--- src/rtl/dmem_responder.sv ---
// dmem_responder: data-memory slave for the 64-bit core's load/store port.
// Doubleword-organised little-endian RAM with a fixed number of wait cycles
// per access, RISC-V B/H/W/D sizes, sign/zero extension on loads, and
// misalignment/range/encoding fault detection.
//
// Ports:
//   clk, reset      clock; synchronous active-high reset
//   readEnable      load request
//   writeEnable     store request
//   addr            byte address
//   writeData       store data, right-aligned
//   funct3          [1:0] size (B/H/W/D), [2] unsigned load
//   readData        extended load result (registered, holds until next load)
//   stall           core must hold its state (combinational)
//   done            one-cycle access-complete pulse
//   fault           completed access was illegal (valid with done)
module dmem_responder #(
  parameter int N       = 64,
  parameter int DEPTH   = 64,
  parameter int LATENCY = 2
) (
  input  logic         clk,
  input  logic         reset,
  input  logic         readEnable,
  input  logic         writeEnable,
  input  logic [N-1:0] addr,
  input  logic [N-1:0] writeData,
  input  logic [2:0]   funct3,
  output logic [N-1:0] readData,
  output logic         stall,
  output logic         done,
  output logic         fault
);

  localparam int             AW       = $clog2(DEPTH);
  localparam logic [3:0]     LP_CNT   = 4'(LATENCY - 1);
  localparam logic [N-4:0]   LP_DEPTH = (N-3)'(DEPTH);

  typedef enum logic [1:0] {IDLE, WAIT, RESP} state_t;

  state_t         r_state, w_next;
  logic [N-1:0]   r_mem [DEPTH];
  logic [AW-1:0]  r_idx;
  logic [2:0]     r_off;
  logic [N-1:0]   r_wdata;
  logic [2:0]     r_funct3;
  logic           r_store;
  logic [3:0]     r_cnt;
  logic [N-1:0]   r_readData;
  logic           r_fault;

  logic           w_req, w_misal, w_range, w_illegal, w_commit;
  logic [N-1:0]   w_old, w_wshift, w_rshift, w_merged, w_load;
  logic [7:0]     w_lanes, w_bmask;
  logic           w_sx;

  assign w_req    = readEnable | writeEnable;
  assign readData = r_readData;
  assign fault    = r_fault;

  // Request legality, evaluated on the live inputs while IDLE.
  always_comb begin
    w_misal = 1'b0;
    case (funct3[1:0])
      2'b00: w_misal = 1'b0;
      2'b01: w_misal = addr[0];
      2'b10: w_misal = |addr[1:0];
      2'b11: w_misal = |addr[2:0];
      default: w_misal = 1'b0;
    endcase
    w_range   = addr[N-1:3] >= LP_DEPTH;
    w_illegal = (readEnable & writeEnable) | w_misal | w_range |
                (readEnable & (funct3 == 3'b111)) | (writeEnable & funct3[2]);
  end

  // Lane steering: data is shifted to/from byte offset r_off; the byte mask
  // selects which lanes of the old doubleword a store replaces.
  always_comb begin
    w_old    = r_mem[r_idx];
    w_lanes  = 8'h01;
    case (r_funct3[1:0])
      2'b00: w_lanes = 8'h01;
      2'b01: w_lanes = 8'h03;
      2'b10: w_lanes = 8'h0F;
      2'b11: w_lanes = 8'hFF;
      default: w_lanes = 8'h01;
    endcase
    w_bmask  = w_lanes << r_off;
    w_wshift = r_wdata << {r_off, 3'b000};
    w_merged = w_old;
    for (int unsigned k = 0; k < 8; k++) begin
      if (w_bmask[k]) w_merged[8*k +: 8] = w_wshift[8*k +: 8];
    end
    w_rshift = w_old >> {r_off, 3'b000};
    w_sx     = ~r_funct3[2];
    w_load   = w_rshift;
    case (r_funct3[1:0])
      2'b00: w_load = {{(N-8){w_sx & w_rshift[7]}},   w_rshift[7:0]};
      2'b01: w_load = {{(N-16){w_sx & w_rshift[15]}}, w_rshift[15:0]};
      2'b10: w_load = {{(N-32){w_sx & w_rshift[31]}}, w_rshift[31:0]};
      default: w_load = w_rshift;
    endcase
  end

  always_comb begin
    w_next   = r_state;
    stall    = 1'b0;
    done     = 1'b0;
    w_commit = 1'b0;
    case (r_state)
      IDLE: begin
        if (w_req) begin
          stall  = 1'b1;
          w_next = w_illegal ? RESP : WAIT;
        end
      end
      WAIT: begin
        stall = 1'b1;
        if (r_cnt == '0) begin
          w_commit = 1'b1;
          w_next   = RESP;
        end
      end
      RESP: begin
        done   = 1'b1;
        w_next = IDLE;
      end
      default: w_next = IDLE;
    endcase
  end

  always_ff @(posedge clk) begin
    if (reset) r_state <= IDLE;
    else       r_state <= w_next;
  end

  always_ff @(posedge clk) begin
    if (reset) begin
      r_cnt      <= '0;
      r_readData <= '0;
      r_fault    <= 1'b0;
    end else begin
      case (r_state)
        IDLE: begin
          if (w_req) begin
            if (w_illegal) begin
              r_fault <= 1'b1;
            end else begin
              r_idx    <= addr[AW+2:3];
              r_off    <= addr[2:0];
              r_wdata  <= writeData;
              r_funct3 <= funct3;
              r_store  <= writeEnable;
              r_cnt    <= LP_CNT;
            end
          end
        end
        WAIT: begin
          if (r_cnt != '0) begin
            r_cnt <= r_cnt - 4'd1;
          end else begin
            r_fault <= 1'b0;
            if (!r_store) r_readData <= w_load;
          end
        end
        default: ;
      endcase
    end
  end

  // RAM is not reset; a store aborted by reset never reaches its commit edge.
  always_ff @(posedge clk) begin
    if (!reset && w_commit && r_store) r_mem[r_idx] <= w_merged;
  end

endmodule

--- config.mk ---
export PLATFORM = sky130hd
export DESIGN_NAME = dmem_responder
export DESIGN_NICKNAME = d
export VERILOG_FILES = /design/src/rtl/dmem_responder.sv
export SDC_FILE = /design/constraint.sdc
export NUM_CORES = 2
export LEC_CHECK = 0
export CORE_MARGIN = 1.5
export CORE_UTILIZATION = 34
export DETAILED_ROUTE_END_ITERATION = 10
export DONT_BUFFER_PORTS = 1
export PLACE_DENSITY = 0.49
export SLEW_MARGIN = 15
export SYNTH_ARGS = -nofsm -noshare
export SYNTH_HDL_FRONTEND = slang
export SYNTH_SLANG_ARGS = --single-unit
--- constraint.sdc ---
create_clock -name clk -period 7.9 [get_ports clk]
set_clock_uncertainty 0.2 [all_clocks]
set_input_delay 1.58 -clock clk [delete_from_list [all_inputs] [get_ports clk]]
set_output_delay 1.58 -clock clk [all_outputs]
set_load 0.03 [all_outputs]
==> results summary <==
The run finished with clean final reports. The most used flip-flop cell after synthesis is sky130_fd_sc_hd__edfxtp_1. By area the synthesized netlist is led by sky130_fd_sc_hd__edfxtp_1 75%, sky130_fd_sc_hd__mux4_2 13%, sky130_fd_sc_hd__mux2i_1 2.5%.

After synthesis, the share of cell area in mux cells is 16.8%. The overall power consumption is 44.6 mW. Post-CTS timing repair inserted 0 buffers for setup.

The transition time at the pin with the least slew margin is 1.28 ns. The ratio of total power to cell area came out at 233 nW/µm². CTS saw 4250 sinks. For the worst flop-to-flop path, the logic depth is 11. The simple-gate portion of the synthesized area is 2.30%. The number of antenna violations at the first check in global routing was 56. The synthesis warning total is 0. The number of flops mapped to enable cells by yosys came out at 4173. The floorplan row count came out at 257. Summed over all cells, the static leakage comes to 59.4 nW. The critical path goes through buf_4 > or2_2 > buf_4 > o21ai_0 > o311ai_0 > o221ai_1 > o2111a_1 > o41ai_2 > and4bb_1 > buf_4 > a211oi_1.

The xor/xnor share of the synthesized area is 0%. Leaving out fill and tap cells, the most frequent cell in the layout is sky130_fd_sc_hd__edfxtp_1. Data arrives at the worst endpoint at 6.17 ns. The first global-routing pass estimated 799000 µm of wire. The post-cts hold buffer count came out at 0. The register clock-pin slew on the reported worst setup and hold paths is 0.06 ns.

On the final layout, the worst hold slack is 0.290 ns. The worst setup path is captured at a register. The layer flagged by global routing as most heavily used is met2.

The average routed wire per standard cell is 40.2 µm. Synthesis inferred 4250 register bits. Across the run, the number of max-cap violations was 0. The first routing iteration left 13423 violations. The worst-case IR drop observed on VDD is 0.190 mV. The data required time at the worst endpoint came out at 8.58 ns. The worst hold path was traced through 2 stages. The clock tree from TritonCTS is built. The slowest stage of the critical path is the sky130_fd_sc_hd__o41ai_2 cell.

The sequential cell area fraction in the yosys report is 75.7%. Synthesis produced 7780 cells. The fraction of the mapped netlist area in compound gates came out at 3.08%.

The total number of vias came out at 89162. The final non-filler cell area came out at 191000 µm². The maximum level of the CTS H-tree came out at 5. The synthesized-area fraction occupied by adder cells is 0.00747%.

The die area came out at 497000 µm². The top cell types in the final layout, fill and taps aside, are 4173 x sky130_fd_sc_hd__edfxtp_1, 937 x sky130_fd_sc_hd__mux4_2, 437 x sky130_fd_sc_hd__clkbuf_16, 398 x sky130_fd_sc_hd__mux2i_1, 293 x sky130_fd_sc_hd__nand2_1. For this run, the number of standard cells in the final layout without fillers is 14992. The buffer type at the clock tree root is sky130_fd_sc_hd__clkbuf_16. The sort of element at the start of the critical path is a register. The worst hold path terminates at r_cnt[1]. The biggest area contributor in the post-synthesis netlist is sky130_fd_sc_hd__edfxtp_1. The number of port buffers is 0. The maximum fanout count along the critical path is 32.

The largest incremental delay on the critical path is 0.69 ns. The initial utilization of the core area, before any placement, comes to 34.2%. The clock passes through at most 4 buffers. The number of iterations in the first detailed-routing pass is 8.

Setup violations remaining at the end of the flow were counted as 0. Summed over all nets, the half-perimeter wirelength after detailed placement is 318000 µm. The final net count is 8265. The top-area cell type share of the netlist area is 74.8%.

The met3 track utilization from global routing is 4.63%. The via count of the first global-routing pass is 86934. 202 I/O pins were placed.

From synthesis to final layout, the design area changed by 14.2%. The final critical-path required period came out at 5.48 ns. Across every metal layer, demand over resource in global routing totals 23.6%. The setup TNS after final layout is 0 ns. The filler cell count came out at 43577. The total wire length is 602000 µm. The number of max-slew violations in the final report came out at 0. In the final layout, the share of cells above drive strength 1 is 25.6%. The post-detailed-route via-to-cell ratio came out at 5.95. The die boundary height came out at 705 µm.

The proportion of synthesized flip-flops having asynchronous set or reset is 0%. Across all register-to-register paths, the minimum setup slack is 2.42 ns. Among the stages of the critical path, the cell type that occurs most often is sky130_fd_sc_hd__buf_4. The placer's final routability congestion estimate came out at 0.868. The count of instances resized after the clock tree is built came out at 0. The number of hold violations in the final report came to 0.

The number of buffers created by CTS is 434. The met2 track demand over resource came out at 37.2%. The area inside the core boundary came out at 490000 µm². The combinational family with the most area after synthesis is multiplexers. The post-detailed-placement cell area is 177000 µm². The area of the mapped netlist came out at 168000 µm². In this run the critical register-to-register path is captured at readData[34]. The worst slew margin relative to its limit is 14.4%. The fraction of the cycle the final worst path needs came out at 69.4%. The start point of the worst min-delay path is r_cnt[1].

Measured along the x axis, the die boundary spans 705 µm. In this run, distinct cell masters in the synthesized netlist total 92. Once placement completed, the tool counted placed cells totaling 14165. The worst-skew pair later-pin latency came out at 1.03 ns.

The synthesized area per cell came out at 21.5 µm². The residual antenna-violating net count after detailed routing is 0. The critical path is of the reg2reg type. Static timing analysis puts the maximum clock frequency at 0.182 GHz. Setup repair after global routing left no endpoint under its margin. After detailed routing, the number of remaining DRC violations is 0.

The post-synthesis net count came out at 7916. The pin count of the biggest net entering global routing came out at 128. The worst hold path belongs to the class reg2reg. The leftover overflow at the end of global routing came out at 0.

Global routing consumed, on the met1 layer, 33.1% of the routing resources.
area by class of cell:
type	count	area [µm²]	area share, %
clock inverter	262	2350	1.23
multi-input combinational	3058	38400	20.1
inverter	14	70.1	0.0366
sequential	4250	127000	66.3
tap	6475	8100	4.24
timing repair buffer	371	4060	2.12
antenna	30	75.1	0.0392
clock buffer	532	11400	5.93
worst max-delay path: cells and delay by family, from the launching register on:
kind,cells,cell delay [ns]
flip-flops,1,0.56
AND/OR/NAND/NOR,2,0.78
AO/OA/AOI/OAI,6,2.51
buffers and inverters,3,1.22
cell usage after synthesis, types with 9 or more instances:
cell and count:
sky130_fd_sc_hd__o21ai_1 9, sky130_fd_sc_hd__edfxtp_1 4173, sky130_fd_sc_hd__nor2b_1 51, sky130_fd_sc_hd__nand2_1 295, sky130_fd_sc_hd__mux2_2 70, sky130_fd_sc_hd__buf_4 86, sky130_fd_sc_hd__and3_1 15, sky130_fd_sc_hd__buf_2 78
sky130_fd_sc_hd__nor2_1 233, sky130_fd_sc_hd__mux4_2 937, sky130_fd_sc_hd__mux2i_1 416, sky130_fd_sc_hd__a32o_1 11, sky130_fd_sc_hd__buf_6 73, sky130_fd_sc_hd__clkbuf_1 125, sky130_fd_sc_hd__buf_12 37, sky130_fd_sc_hd__nand4_1 10
sky130_fd_sc_hd__buf_8 10, sky130_fd_sc_hd__mux4_1 78, sky130_fd_sc_hd__and2_1 23, sky130_fd_sc_hd__nor3_1 44, sky130_fd_sc_hd__o21ai_0 87, sky130_fd_sc_hd__a21oi_1 105, sky130_fd_sc_hd__nor4_1 22, sky130_fd_sc_hd__or3_1 13
sky130_fd_sc_hd__a22oi_1 51, sky130_fd_sc_hd__nand3_1 48, sky130_fd_sc_hd__dfxtp_1 77, sky130_fd_sc_hd__o31ai_1 10, sky130_fd_sc_hd__a22o_1 12, sky130_fd_sc_hd__a31oi_1 18, sky130_fd_sc_hd__o22ai_1 103, sky130_fd_sc_hd__a32oi_1 11
sky130_fd_sc_hd__a311oi_1 31, sky130_fd_sc_hd__a221oi_1 21, sky130_fd_sc_hd__inv_1 13, sky130_fd_sc_hd__buf_1 32, sky130_fd_sc_hd__a211oi_1 124, sky130_fd_sc_hd__nand2b_1 24, sky130_fd_sc_hd__o221ai_1 47, sky130_fd_sc_hd__o211ai_1 9
sky130_fd_sc_hd__clkbuf_8 9
stage by stage:
stage / worst slack, ns / utilization [%]
finish: 2.42 / 39.0
global route: 2.29 / 39.0
CTS: 2.54 / 39.0
detailed placement: 2.58 / 36.2
global placement: 2.33 / 36.1
floorplan: 2.03 / -
power by group:
part	internal (mW)	switching, mW
clock network	11.3	8.87
logic	0.00379	0.00582
registers	24.4	0.00177
worst max-delay path by stage:
| stage | start | endpoint | slack [ns] | cells after the start |
|---|---|---|---|---|
| floorplan | reset | r_mem[30][0] | 2.03 | 4 |
| global placement | register | readData[14] | 2.33 | 10 |
| detailed placement | register | readData[57] | 2.58 | 12 |
| CTS | register | readData[34] | 2.54 | 12 |
| global route | register | readData[34] | 2.29 | 12 |
| finish | register | readData[34] | 2.42 | 11 |
registers in the layout (all words and copies together) (netlist names), named ones only:
name      cells
fault         1
r_cnt         4
r_funct3      3
r_idx         6
r_mem      4096
r_off         3
r_state       2
r_store       1
r_wdata      64
readData     64
metal layers:
metal	part of all wire [%]	vias to the layer above
li1	-	33675
met1	41	49535
met2	46	5028
met3	9.2	920
met4	3.5	4
met5	0.0043	-
kinds of logic after synthesis:
family | count (synthesis)
adder cells (fa/ha/maj) | 1
flip-flops | 4250
multiplexers | 1501
AO/OA/AOI/OAI | 728
AND/OR/NAND/NOR | 828
buffers and inverters | 472
(Power assumes the default switching activity.)
